File: src/rtl/add8_eval_pkg.sv
// Shared widths and FSM encoding for the
// 8-bit approximate-adder error sweep.
package add8_eval_pkg;

  localparam int W         = 8;
  localparam int N_LOG2    = 2*W;
  localparam int SUM_W     = W+1;
  localparam int ERR_W     = W+2;
  localparam int ABS_ACC_W = 2*W+9;
  localparam int SQ_ACC_W  = 2*W+18;
  localparam int CNT_W     = 2*W+1;

  typedef enum logic [1:0] {
    IDLE,
    RUN,
    DRAIN,
    DONE
  } state_e;

endpackage

File: src/rtl/add8_err_accum.sv
// Error stage: signed error, magnitude, square,
// and the four running error metrics.
module add8_err_accum
  import add8_eval_pkg::*;
#(
  parameter int W = add8_eval_pkg::W
) (
  input  logic            clk,
  input  logic            rst,
  input  logic            en,
  input  logic            clr,
  input  logic            v1,
  input  logic [W:0]      approx,
  input  logic [W:0]      exact,
  output logic [2*W+8:0]  sum_abs_err,
  output logic [2*W+17:0] sum_sq_err,
  output logic [W:0]      max_abs_err,
  output logic [2*W:0]    err_count
);

  localparam int EW   = W+2;
  localparam int SQW  = 2*W+2;
  localparam int ABSW = 2*W+9;
  localparam int SQAW = 2*W+18;
  localparam int CW   = 2*W+1;

  logic signed [EW-1:0] err;
  logic [EW-1:0]        mag;
  logic [W:0]           abs_err;
  logic [SQW-1:0]       sq_err;
  logic                 nz;

  always_comb begin
    err     = $signed({1'b0, approx})
            - $signed({1'b0, exact});
    mag     = err[EW-1] ? -err : err;
    abs_err = mag[W:0];
    nz      = |mag;
    sq_err  = SQW'(abs_err) * SQW'(abs_err);
  end

  always_ff @(posedge clk) begin
    if (rst) begin
      sum_abs_err <= '0;
      sum_sq_err  <= '0;
      max_abs_err <= '0;
      err_count   <= '0;
    end else if (en) begin
      if (clr) begin
        sum_abs_err <= '0;
        sum_sq_err  <= '0;
        max_abs_err <= '0;
        err_count   <= '0;
      end else if (v1) begin
        sum_abs_err <= sum_abs_err + ABSW'(abs_err);
        sum_sq_err  <= sum_sq_err + SQAW'(sq_err);
        if (abs_err >= max_abs_err)
          max_abs_err <= abs_err;
        if (nz)
          err_count <= err_count + CW'(1);
      end
    end
  end

endmodule

File: src/rtl/add8_err_sweep.sv
// Exhaustive operand sweep driving an external adder,
// with error metrics accumulated over the sweep.
module add8_err_sweep
  import add8_eval_pkg::*;
#(
  parameter int W = add8_eval_pkg::W
) (
  input  logic            clk,
  input  logic            rst,
  input  logic            start,
  input  logic            hold,
  output logic [W-1:0]    op_a,
  output logic [W-1:0]    op_b,
  input  logic [W:0]      approx_sum,
  output logic            busy,
  output logic            done,
  output logic [2*W+8:0]  sum_abs_err,
  output logic [2*W+17:0] sum_sq_err,
  output logic [W:0]      max_abs_err,
  output logic [2*W:0]    err_count,
  output logic            results_valid
);

  localparam int N = 2*W;

  state_e       state, state_n;
  logic [N-1:0] ctr;
  logic         v0, v1;
  logic [W:0]   s1_approx, s1_exact;
  logic         done_n;
  logic         go, issue;

  assign go    = start && (state == IDLE || state == DONE);
  assign issue = (state == RUN);
  // Busy drops on the last drain cycle, once the pipe is empty.
  assign busy  = issue || (state == DRAIN && (v0 || v1));

  always_comb begin
    state_n = state;
    done_n  = 1'b0;
    unique case (state)
      IDLE, DONE: if (start) state_n = RUN;
      RUN:        if (&ctr) state_n = DRAIN;
      DRAIN: begin
        if (!v0 && !v1) begin
          state_n = DONE;
          done_n  = 1'b1;
        end
      end
    endcase
  end

  always_ff @(posedge clk) begin
    if (rst) begin
      state         <= IDLE;
      ctr           <= '0;
      op_a          <= '0;
      op_b          <= '0;
      v0            <= 1'b0;
      v1            <= 1'b0;
      s1_approx     <= '0;
      s1_exact      <= '0;
      done          <= 1'b0;
      results_valid <= 1'b0;
    end else if (!hold) begin
      state     <= state_n;
      done      <= done_n;
      v0        <= issue;
      v1        <= v0;
      s1_approx <= approx_sum;
      s1_exact  <= {1'b0, op_a} + {1'b0, op_b};
      if (go)
        ctr <= '0;
      else if (issue)
        ctr <= ctr + N'(1);
      if (issue)
        {op_a, op_b} <= ctr;
      if (done_n)
        results_valid <= 1'b1;
      else if (go)
        results_valid <= 1'b0;
    end
  end

  add8_err_accum #(
    .W (W)
  ) u_accum (
    .clk         (clk),
    .rst         (rst),
    .en          (!hold),
    .clr         (go),
    .v1          (v1),
    .approx      (s1_approx),
    .exact       (s1_exact),
    .sum_abs_err (sum_abs_err),
    .sum_sq_err  (sum_sq_err),
    .max_abs_err (max_abs_err),
    .err_count   (err_count)
  );

endmodule
File: config.mk
export PLATFORM = sky130hd
export DESIGN_NAME = add8_err_sweep
export DESIGN_NICKNAME = d
export VERILOG_FILES = /design/src/rtl/add8_eval_pkg.sv /design/src/rtl/add8_err_accum.sv /design/src/rtl/add8_err_sweep.sv
export SDC_FILE = /design/constraint.sdc
export NUM_CORES = 1
export LEC_CHECK = 0
export CAP_MARGIN = 10
export CORE_AREA = 5 5 150 152
export CTS_BUF_LIST = sky130_fd_sc_hd__clkbuf_8
export DETAILED_ROUTE_END_ITERATION = 10
export DIE_AREA = 0 0 155 157
export PLACE_DENSITY = 0.74
export SLEW_MARGIN = 20
export SYNTH_ARGS = -nofsm -noshare
export SYNTH_HDL_FRONTEND = slang
export SYNTH_HIERARCHICAL = 1
export SYNTH_SLANG_ARGS = --single-unit
File: constraint.sdc
create_clock -name clk -period 18.35 [get_ports clk]
set_input_delay 5.505 -clock clk [delete_from_list [all_inputs] [get_ports clk]]
set_output_delay 5.505 -clock clk [all_outputs]
set_load 0.1 [all_outputs]
* After elaboration in Yosys (flattened, before gate mapping)
Index checks and enable logic that the tools add are counted.
** Word-level totals
- Flip-flop bits (word level) :: 141
- Input bits :: 13
- Output and inout port bits :: 104
- Word-level logic and storage cells :: 75
** Cells by class
- Add/sub/neg operators :: 7
- Multiply operators :: 1
- Magnitude comparators :: 1
- Equal/unequal tests :: 6
- Muxes and demuxes :: 21
- Bitwise operators :: 1
- Reductions and logical operators :: 24
** Operator list (number)
- $mux W34 :: 2
- $mux W17 :: 3
- $mux W25 :: 2
- $add A34 B18 Y34 :: 1
- $mux W16 :: 2
- $mux W9 :: 3
- $add A25 B9 Y25 :: 1
- $mul A9 B9 Y18 :: 1
- $add A17 B1 Y17 const B :: 1
- $add A16 B1 Y16 const B :: 1
- $reduce_and A16 Y1 :: 1
- $mux W10 :: 1
- $neg A10 Y10 :: 1
- $reduce_bool A2 Y1 :: 5
- $reduce_or A10 Y1 :: 1
- $sub A9 B9 Y10 :: 1
- $add A8 B8 Y9 :: 1
- $ge A9 B9 Y1 :: 1
- $reduce_and A2 Y1 :: 4
- $mux W2 :: 3
- $pmux W2 S3 :: 1
- $reduce_and A3 Y1 :: 2
- $eq A2 B2 Y1 const B :: 2
- $mux W1 :: 4
- 10 further kinds :: 16

* Logic depth before layout (Yosys ltp)
Gate-level depths: netlist (run 1).
- Depth after elaboration :: 7
- Mapped depth :: 33
- Mapped depth without buffers :: 32

* Modules after synthesis
Netlist (run 1), hierarchy kept.
** Modules (own cells, without submodules)
- add8_err_accum :: instances 1, cells an instance 928, area each 7701.1 um^2, sequential area each 1701.6 um^2
- add8_err_sweep :: instances 1, cells an instance 312, area each 2661.3 um^2, sequential area each 1121.1 um^2

* Worst setup path after synthesis (run 1)
Ideal clock, no wire load.
- Path kind :: in2reg
- From :: in start
- To :: reg u_accum.sum_abs_err[24]
- Setup time :: 70 ps
- Arrival :: 7644 ps
- Data required time :: 18280 ps
- Path slack :: 10636 ps
- Stages :: 12
- Path buffers :: 1
- Cells stage by stage :: nand2_1 -> inv_1 -> clkbuf_1 -> o211ai_1 -> nor3_1 -> and3_1 -> and3_1 -> nand3_1 -> nor2_1 -> nand3_1 -> or3_1 -> a21oi_1
** Between the ends
- Word-level cells in the longest chain between the ends :: 3
- Elaborated cells between the ends (all ways) :: 4
- Classes of those cells :: mux (1); reduce/logical (3)
** Ends and longest elaborated chain
- start, declared :: line add8_err_sweep.sv:10 : input logic start,
- $logic_and A1 B1 Y1 (*) :: line add8_err_sweep.sv:33 : assign go = start && (state == IDLE || state == DONE);
- named net go :: line add8_err_sweep.sv:31 : logic go, issue;
- $reduce_bool A2 Y1 (no source line)
- $reduce_and A2 Y1 (no source line)
- end signal, assigned :: line add8_err_accum.sv:55 : sum_abs_err <= sum_abs_err + ABSW'(abs_err);
- end, declared :: line add8_err_accum.sv:15 : output logic [2*W+8:0] sum_abs_err,
The timed path passes the listed nets; every way through them passes the cells marked *.
A chain may end at the register's enable or synchronous reset.

* Worst setup path after layout (run 1)
- From :: reg s1_approx[0]
- To :: reg u_accum.sum_sq_err[23]
** Between the ends
- Word-level cells in the longest chain between the ends :: 7
** Ends and longest elaborated chain
- start, declared :: line add8_err_sweep.sv:29 : logic [W:0] s1_approx, s1_exact;
- start signal, assigned :: line add8_err_sweep.sv:70 : s1_approx <= approx_sum;
- $sub A9 B9 Y10 (*) :: line add8_err_accum.sv:35 : - $signed({1'b0, exact});
- $neg A10 Y10 :: line add8_err_accum.sv:36 : mag = err[EW-1] ? -err : err;
- $mux W10 (*) :: line add8_err_accum.sv:36
- $mul A9 B9 Y18 (*) :: line add8_err_accum.sv:39 : sq_err = SQW'(abs_err) * SQW'(abs_err);
- $add A34 B18 Y34 (*) :: line add8_err_accum.sv:56 : sum_sq_err <= sum_sq_err + SQAW'(sq_err);
- $mux W34 (*) :: line add8_err_accum.sv:54 : end else if (v1) begin
- $mux W34 (*) :: line add8_err_accum.sv:49 : if (clr) begin
- end signal, assigned :: line add8_err_accum.sv:56
- end, declared :: line add8_err_accum.sv:16 : output logic [2*W+17:0] sum_sq_err,
Every way passes the cells marked *; elsewhere a longest branch is shown, timed or not. The select of a mux whose other input is x is not followed.

==> results by group, run 1 <==
Status
  • Status: completed

Power
  • Clock power share: 17.7%
  • Power, Total: 0.00156 W
  • Combinational share of power: 62.1%
  • Reg power frac: 20.2%
  • NetSw: 0.000713 W
  • LEAKAGE: 4.84 nW
  • Pint: 0.000842 W
  • Switch share: 45.8%
  • VDD IR max: 155 uV
  • P per Cell Area: 128 nW/um^2

Timing
  • Worst Tran Pin Value: 1.04 ns
  • Normalized max-slew margin: 30.4%
  • Worst setup margin: 9.59 ns
  • RSZ-0062 raised after global routing: false
  • FMAX: 114 MHz
  • Setup Skew: 0.0146 ns
  • Final Cycle Share: 47.7%
  • Max Slew Vio Count: 0
  • Setup TNS: 0 ns
  • Final setup viols: 0
  • Minimum clock period: 8.76 ns
  • Final Hold Vio Count: 0

CTS
  • # resized after CTS: 0
  • CTS tree: done
  • Clk Latency, worst-skew pair: 0.45 ns
  • CTS Sinks: 141
  • Htree depth: 4
  • CTS Buffer Depth: 2
  • Worst-path clk slew: 0.08 ns
  • Hold-fix buffers, CTS: 0
  • CTS Buf Count: 17
  • CTS root buffer: clkbuf_8
  • Setup bufs post-CTS: 0

Layout
  • Non-filler instance count after layout: 1623
  • # diodes: 0
  • Synth-to-layout area growth: 17.0%
  • Final core utilization: 58.1%
  • Layout cells sized above 1: 5.93%
  • Fin nets: 1481

Synth
  • Syn Area/Cell: 8.36 sq um
  • Most frequent cell after synthesis: dfxtp_1
  • Most frequent cells after synthesis: dfxtp_1 (141), inv_1 (139), nor2_1 (126)
  • Yosys top cell by area: dfxtp_1
  • Primary FF master, synth: dfxtp_1
  • Seq/Total Area, Yosys: 27.2%
  • Mapped Nets: 1386
  • Top-area cell type share of the netlist area: 27.2%
  • Synthesized cell area: 10400 sq um
  • Yosys synthesis warning count: 6
  • Yosys reg bits: 141
  • Top cells by area, synth: dfxtp_1 (27%), ha_1 (10%), fa_1 (9.3%)
  • Ys async rst share: 0%
  • Post-synth EDFFs: 0
  • Syn Inst Count: 1240
  • Library cells used by synthesis: 90

Place
  • DP Worst Slack: 9.71 ns
  • Routability cong.: 0.910
  • Port bufs: 116
  • Dpl hpwl: 18800 microns
  • Placed cell count: 1591

Global route
  • Global route overflow: 0
  • First-pass GRT wire length: 41400 microns
  • Global-route usage over all layers: 20.3%
  • Vias in the first global route: 8560
  • Largest net degree at the start of global routing: 44
  • Initial antenna violation count: 0

Detailed routing
  • Number of vias per cell: 5.59
  • DRC viols: 0
  • DRT Wirelength: 24800 microns
  • DR WL/cell: 15.3 microns
  • Pre-antenna DRT Iters: 5
  • Post-route ant nets: 0
  • Vias: 9069
  • Drt initial violations: 495

Floorplan
  • Core area: 20900 sq um
  • Die area: 24300 sq um
  • Initial Util: 49.6%
  • Ports: 117
  • Die W: 155 microns
  • Core Rows: 53
  • Die Height: 157 microns

Worst setup path
  • Critical Path AT: 9.09 ns
  • Worst setup EP type: register
  • Critical Path Max Stage Delay: 0.74 ns
  • Crit Path Class: reg -> reg
  • CP Data Required Time: 18.68 ns
  • Worst-path maximum fanout: 15
  • CP max stage cell: a2111oi_0
  • Setup crit start kind: register

Worst hold path
  • HP Class: reg -> reg

Run
  • Max-Cap Viols: 0
cell type report:
class	instances	area [sq um]
Clock buffer	18	248
Clock inverter	14	181
Fill cell	1905	8760
Inverter	144	541
Multi-Input combinational cell	909	6800
Sequential cell	141	2820
Tap cell	275	344
Timing Repair Buffer	122	1200
worst paths after layout:
path	start	endpoint	slack, ns	cells after the start
worst max register to register	s1_approx[0]	u_accum/sum_sq_err[23]	9.59	29
worst min register to register	s1_exact[4]	s1_exact[4]	0.46	2
worst max-delay path	s1_approx[0]	u_accum/sum_sq_err[23]	9.59	29
worst min-delay path	s1_exact[4]	s1_exact[4]	0.46	2
cells by family after synthesis:
family | Yosys count | share of synthesized area (%)
flops | 141 | 27.2
simple gates | 401 | 19.1
mux | 18 | 1.75
fa+ha+maj | 135 | 19.8
xor+xnor | 53 | 5.02
buf+inv | 190 | 7.28
compound gates | 302 | 19.8
worst max-delay path: cells and delay by family (launching register included):
family                     cells  cell delay (ns)
buffers and inverters          5             0.28
xor gates and xnor gates       3             1.01
adders and majority gates      8             3.48
and+or+nand+nor                5             0.62
AOI/OAI and AO/OA              8             2.92
DFF                            1             0.31
power groups by stage:
stage	Sequential (W)	Clock, W	Combinational (W)
global route	0.000315	0.000297	0.00110
global placement	0.000322	0	0.000934
detailed placement	0.000322	0	0.000963
CTS	0.000315	0.000283	0.000968
finish	0.000315	0.000275	0.000966
floorplan	0.000331	0	0.000780
routing by layer:
metal	up-vias	share of wire, %	GRT usage, %
met2	210	48	35.2
met4	0	1.3	5.13
met5	-	0	0
met3	24	4.3	3.13
li1	4519	-	-
met1	4316	47	26.8
cells in the final DEF (no fill, tap or decap), types with 12 or more instances in the layout:
master,instances
or3_1,34
inv_1,140
nand3_1,35
o21a_1,13
ha_1,85
fa_1,48
o21ai_0,49
a22oi_1,17
nand2_1,92
nor3_1,16
mux2i_1,17
and3_1,12
a21oi_1,92
o31ai_1,14
xnor2_1,37
dfxtp_1,141
a21o_1,17
clkdlybuf4s50_1,114
clkbuf_8,18
or4_1,15
nor2_1,126
flip-flops by register name, indices dropped and copies added, names as in the netlist:
| name | flops |
|---|---|
| done | 1 |
| op_a | 8 |
| u_accum/sum_abs_err | 25 |
| op_b | 8 |
| v1 | 1 |
| s1_exact | 9 |
| ctr | 16 |
| results_valid | 1 |
| u_accum/max_abs_err | 9 |
| s1_approx | 9 |
| v0 | 1 |
| state | 2 |
| u_accum/err_count | 17 |
| u_accum/sum_sq_err | 34 |
metrics by stage:
| step | instance area (sq um) | hold slack [ns] |
|---|---|---|
| 6_report | 12100 | 0.457 |
| 4_1_cts | 12100 | 0.464 |
| 3_5_place_dp | 11700 | 0.452 |
| 3_3_place_gp | 11700 | 0.445 |
| 2_1_floorplan | 10400 | 0.432 |
| 5_1_grt | 12100 | 0.488 |
(Power assumes the default switching activity.)
==> inputs of run 2 (changes only) <==
==> constraint.sdc (replaced) <==
create_clock -name clk -period 8.6 [get_ports clk]
set_input_delay 2.58 -clock clk [delete_from_list [all_inputs] [get_ports clk]]
set_output_delay 2.58 -clock clk [all_outputs]
set_load 0.1 [all_outputs]
==> run 2 against run 1 <==
Effect of this change:
- total power rose by 110%
- sequential power rose by 110%
- core utilization rose by 0.11 points
- die area did not move
- combinational power rose by 120%
- count of clock-buffer cells in the layout did not move
- critical path type unchanged
==> results by group, run 2 (synthesized netlist as in run 1, its figures left out) <==
Layout
  • Biggest regs: u_accum/sum_sq_err (34), u_accum/sum_abs_err (25), u_accum/err_count (17)
  • Max reg flops: 34
  • Synth-to-layout area growth: 17.3%
  • # diodes: 0
  • Most common cell after layout, fill and taps aside: dfxtp_1
  • Reg area: 2820 sq um
  • Fin nets: 1489
  • Fill cells: 1917
  • Reg with most FFs: u_accum/sum_sq_err
  • Most frequent cells in the layout: dfxtp_1 (141), inv_1 (139), nor2_1 (126)
  • Multi-input gate area: 6800 sq um
  • Layout cells sized above 1: 6.50%

Worst setup path
  • R2R depth: 30
  • R2r startpoint: s1_approx[0]
  • Worst setup EP type: register
  • Setup crit start kind: register
  • CP Data Required Time: 8.93 ns
  • Crit Path Class: reg -> reg
  • CP max stage cell: fa_1
  • Worst-path maximum fanout: 9
  • Reg-to-reg critical path endpoint: u_accum/sum_sq_err[32]
  • Critical Path Max Stage Delay: 0.54 ns
  • Critical Path AT: 8.35 ns
  • R2r setup slk: 0.58 ns

Timing
  • Setup TNS: 0 ns
  • Minimum clock period: 8.02 ns
  • RSZ-0062 raised after global routing: false
  • Normalized max-slew margin: 29.8%
  • Final Hold Vio Count: 0
  • Worst setup margin: 0.584 ns
  • FMAX: 125 MHz
  • Final Cycle Share: 93.2%
  • Final setup viols: 0
  • Setup Skew: 0.0177 ns
  • Max Slew Vio Count: 0
  • Worst Tran Pin Value: 1.05 ns

CTS
  • CTS Buf Count: 17
  • CTS Sinks: 141
  • CTS root buffer: clkbuf_8
  • Htree depth: 4
  • CTS tree: done
  • Clk Latency, worst-skew pair: 0.46 ns
  • CTS Buffer Depth: 2
  • Worst-path clk slew: 0.08 ns

Run
  • Max-Cap Viols: 0

Worst hold path
  • Worst Hold Endpoint: s1_exact[4]
  • Hold Crit Depth: 2
  • HP Class: reg -> reg
  • Min-delay src: s1_exact[4]

Status
  • Status: completed

Place
  • Dpl hpwl: 19100 microns
  • Routability cong.: 0.866
  • DP Worst Slack: 0.562 ns
  • Port bufs: 116

Global route
  • Global-route usage over all layers: 21.1%
  • Largest net degree at the start of global routing: 44
  • Initial antenna violation count: 0
  • Global route overflow: 0
  • First-pass GRT wire length: 42700 microns
  • Vias in the first global route: 8853

Detailed routing
  • DRT Wirelength: 25700 microns
  • Pre-antenna DRT Iters: 5
  • DR WL/cell: 15.8 microns
  • Number of vias per cell: 5.60
  • Post-route ant nets: 0
  • Vias: 9128
  • Drt initial violations: 440
  • DRC viols: 0

Floorplan
  • Core area: 20900 sq um
  • Die W: 155 microns
  • Initial Util: 49.6%
  • Die Height: 157 microns
  • Die area: 24300 sq um
  • Ports: 117
  • Core Rows: 53

Power
  • P per Cell Area: 272 nW/um^2
  • VDD IR max: 298 uV
  • LEAKAGE: 4.85 nW
==> run 2: cell types whose count changed in the layout (fill, tap and decap cells not counted) <==
cell	previous run	this run
buf_4	6	14
bufinv_16	3	2
a311oi_2	0	1
inv_8	1	0
clkinvlp_4	2	5
a311oi_1	1	0
inv_1	140	139
clkinv_2	0	1
inv_6	5	3
clkinv_4	2	1
==> run 2: area by class of cell <==
class	count	share of cell area, %
multi-input combinational	909	56.0
sequential	141	23.2
timing repair buffer	130	10.3
inverter	144	4.45
tap	275	2.83
clock buffer	18	2.04
clock inverter	12	1.13
==> run 2: where the power goes <==
group	internal, W	switching, W	total (W)
logic	0.000850	0.00124	0.00209
clock network	0.000264	0.000283	0.000547
registers	0.000662	0.00000996	0.000672
total	0.00178	0.00153	0.00331
==> run 2: how the worst max path moves through the flow <==
stage	start	to	slack (ns)
2_1_floorplan	s1_approx[0]	u_accum/sum_sq_err[23]	0.97
3_3_place_gp	s1_approx[0]	u_accum/sum_sq_err[32]	0.80
3_5_place_dp	s1_approx[0]	u_accum/sum_sq_err[32]	0.56
4_1_cts	s1_approx[0]	u_accum/sum_sq_err[32]	0.51
5_1_grt	s1_approx[0]	u_accum/sum_sq_err[32]	0.08
6_report	s1_approx[0]	u_accum/sum_sq_err[32]	0.58
==> run 2: repair_timing <==
item	4_1_cts	5_1_grt
setup buffers	0	0
resized for setup	0	1
hold buffers	0	0
endpoints found under the setup margin	0	4
==> run 2: critical path: cells and delay by family (launching register included) <==
kind / cells / cell delay [ns]
adder cells (fa/ha/maj): 8 / 3.50
AO/OA/AOI/OAI: 9 / 2.41
XOR/XNOR: 3 / 0.68
AND/OR/NAND/NOR: 5 / 0.72
buffers and inverters: 5 / 0.28
flip-flops: 1 / 0.32
==> run 2: per-layer routing <==
| layer | GRT usage [%] | wire length [microns] | up-vias |
|---|---|---|---|
| met1 | 26.8 | 11500 | 4305 |
| met2 | 36.1 | 12200 | 239 |
| met3 | 4.21 | 1360 | 46 |
| met4 | 7.36 | 622 | 0 |
| met5 | 0 | 0 | - |
| li1 | - | - | 4538 |
==> run 2: per-stage QoR <==
| stage | instances | total power, W | hold slack, ns | util (%) | instance area [sq um] |
|---|---|---|---|---|---|
| detailed placement | 1599 | 0.00275 | 0.443 | 56.3 | 11800 |
| global placement | 1599 | 0.00268 | 0.444 | 56.3 | 11800 |
| finish | 1629 | 0.00331 | 0.452 | 58.2 | 12200 |
| floorplan | 1240 | 0.00237 | 0.432 | - | 10400 |
| CTS | 1629 | 0.00331 | 0.454 | 58.1 | 12100 |
| global route | 1629 | 0.00366 | 0.491 | 58.2 | 12200 |
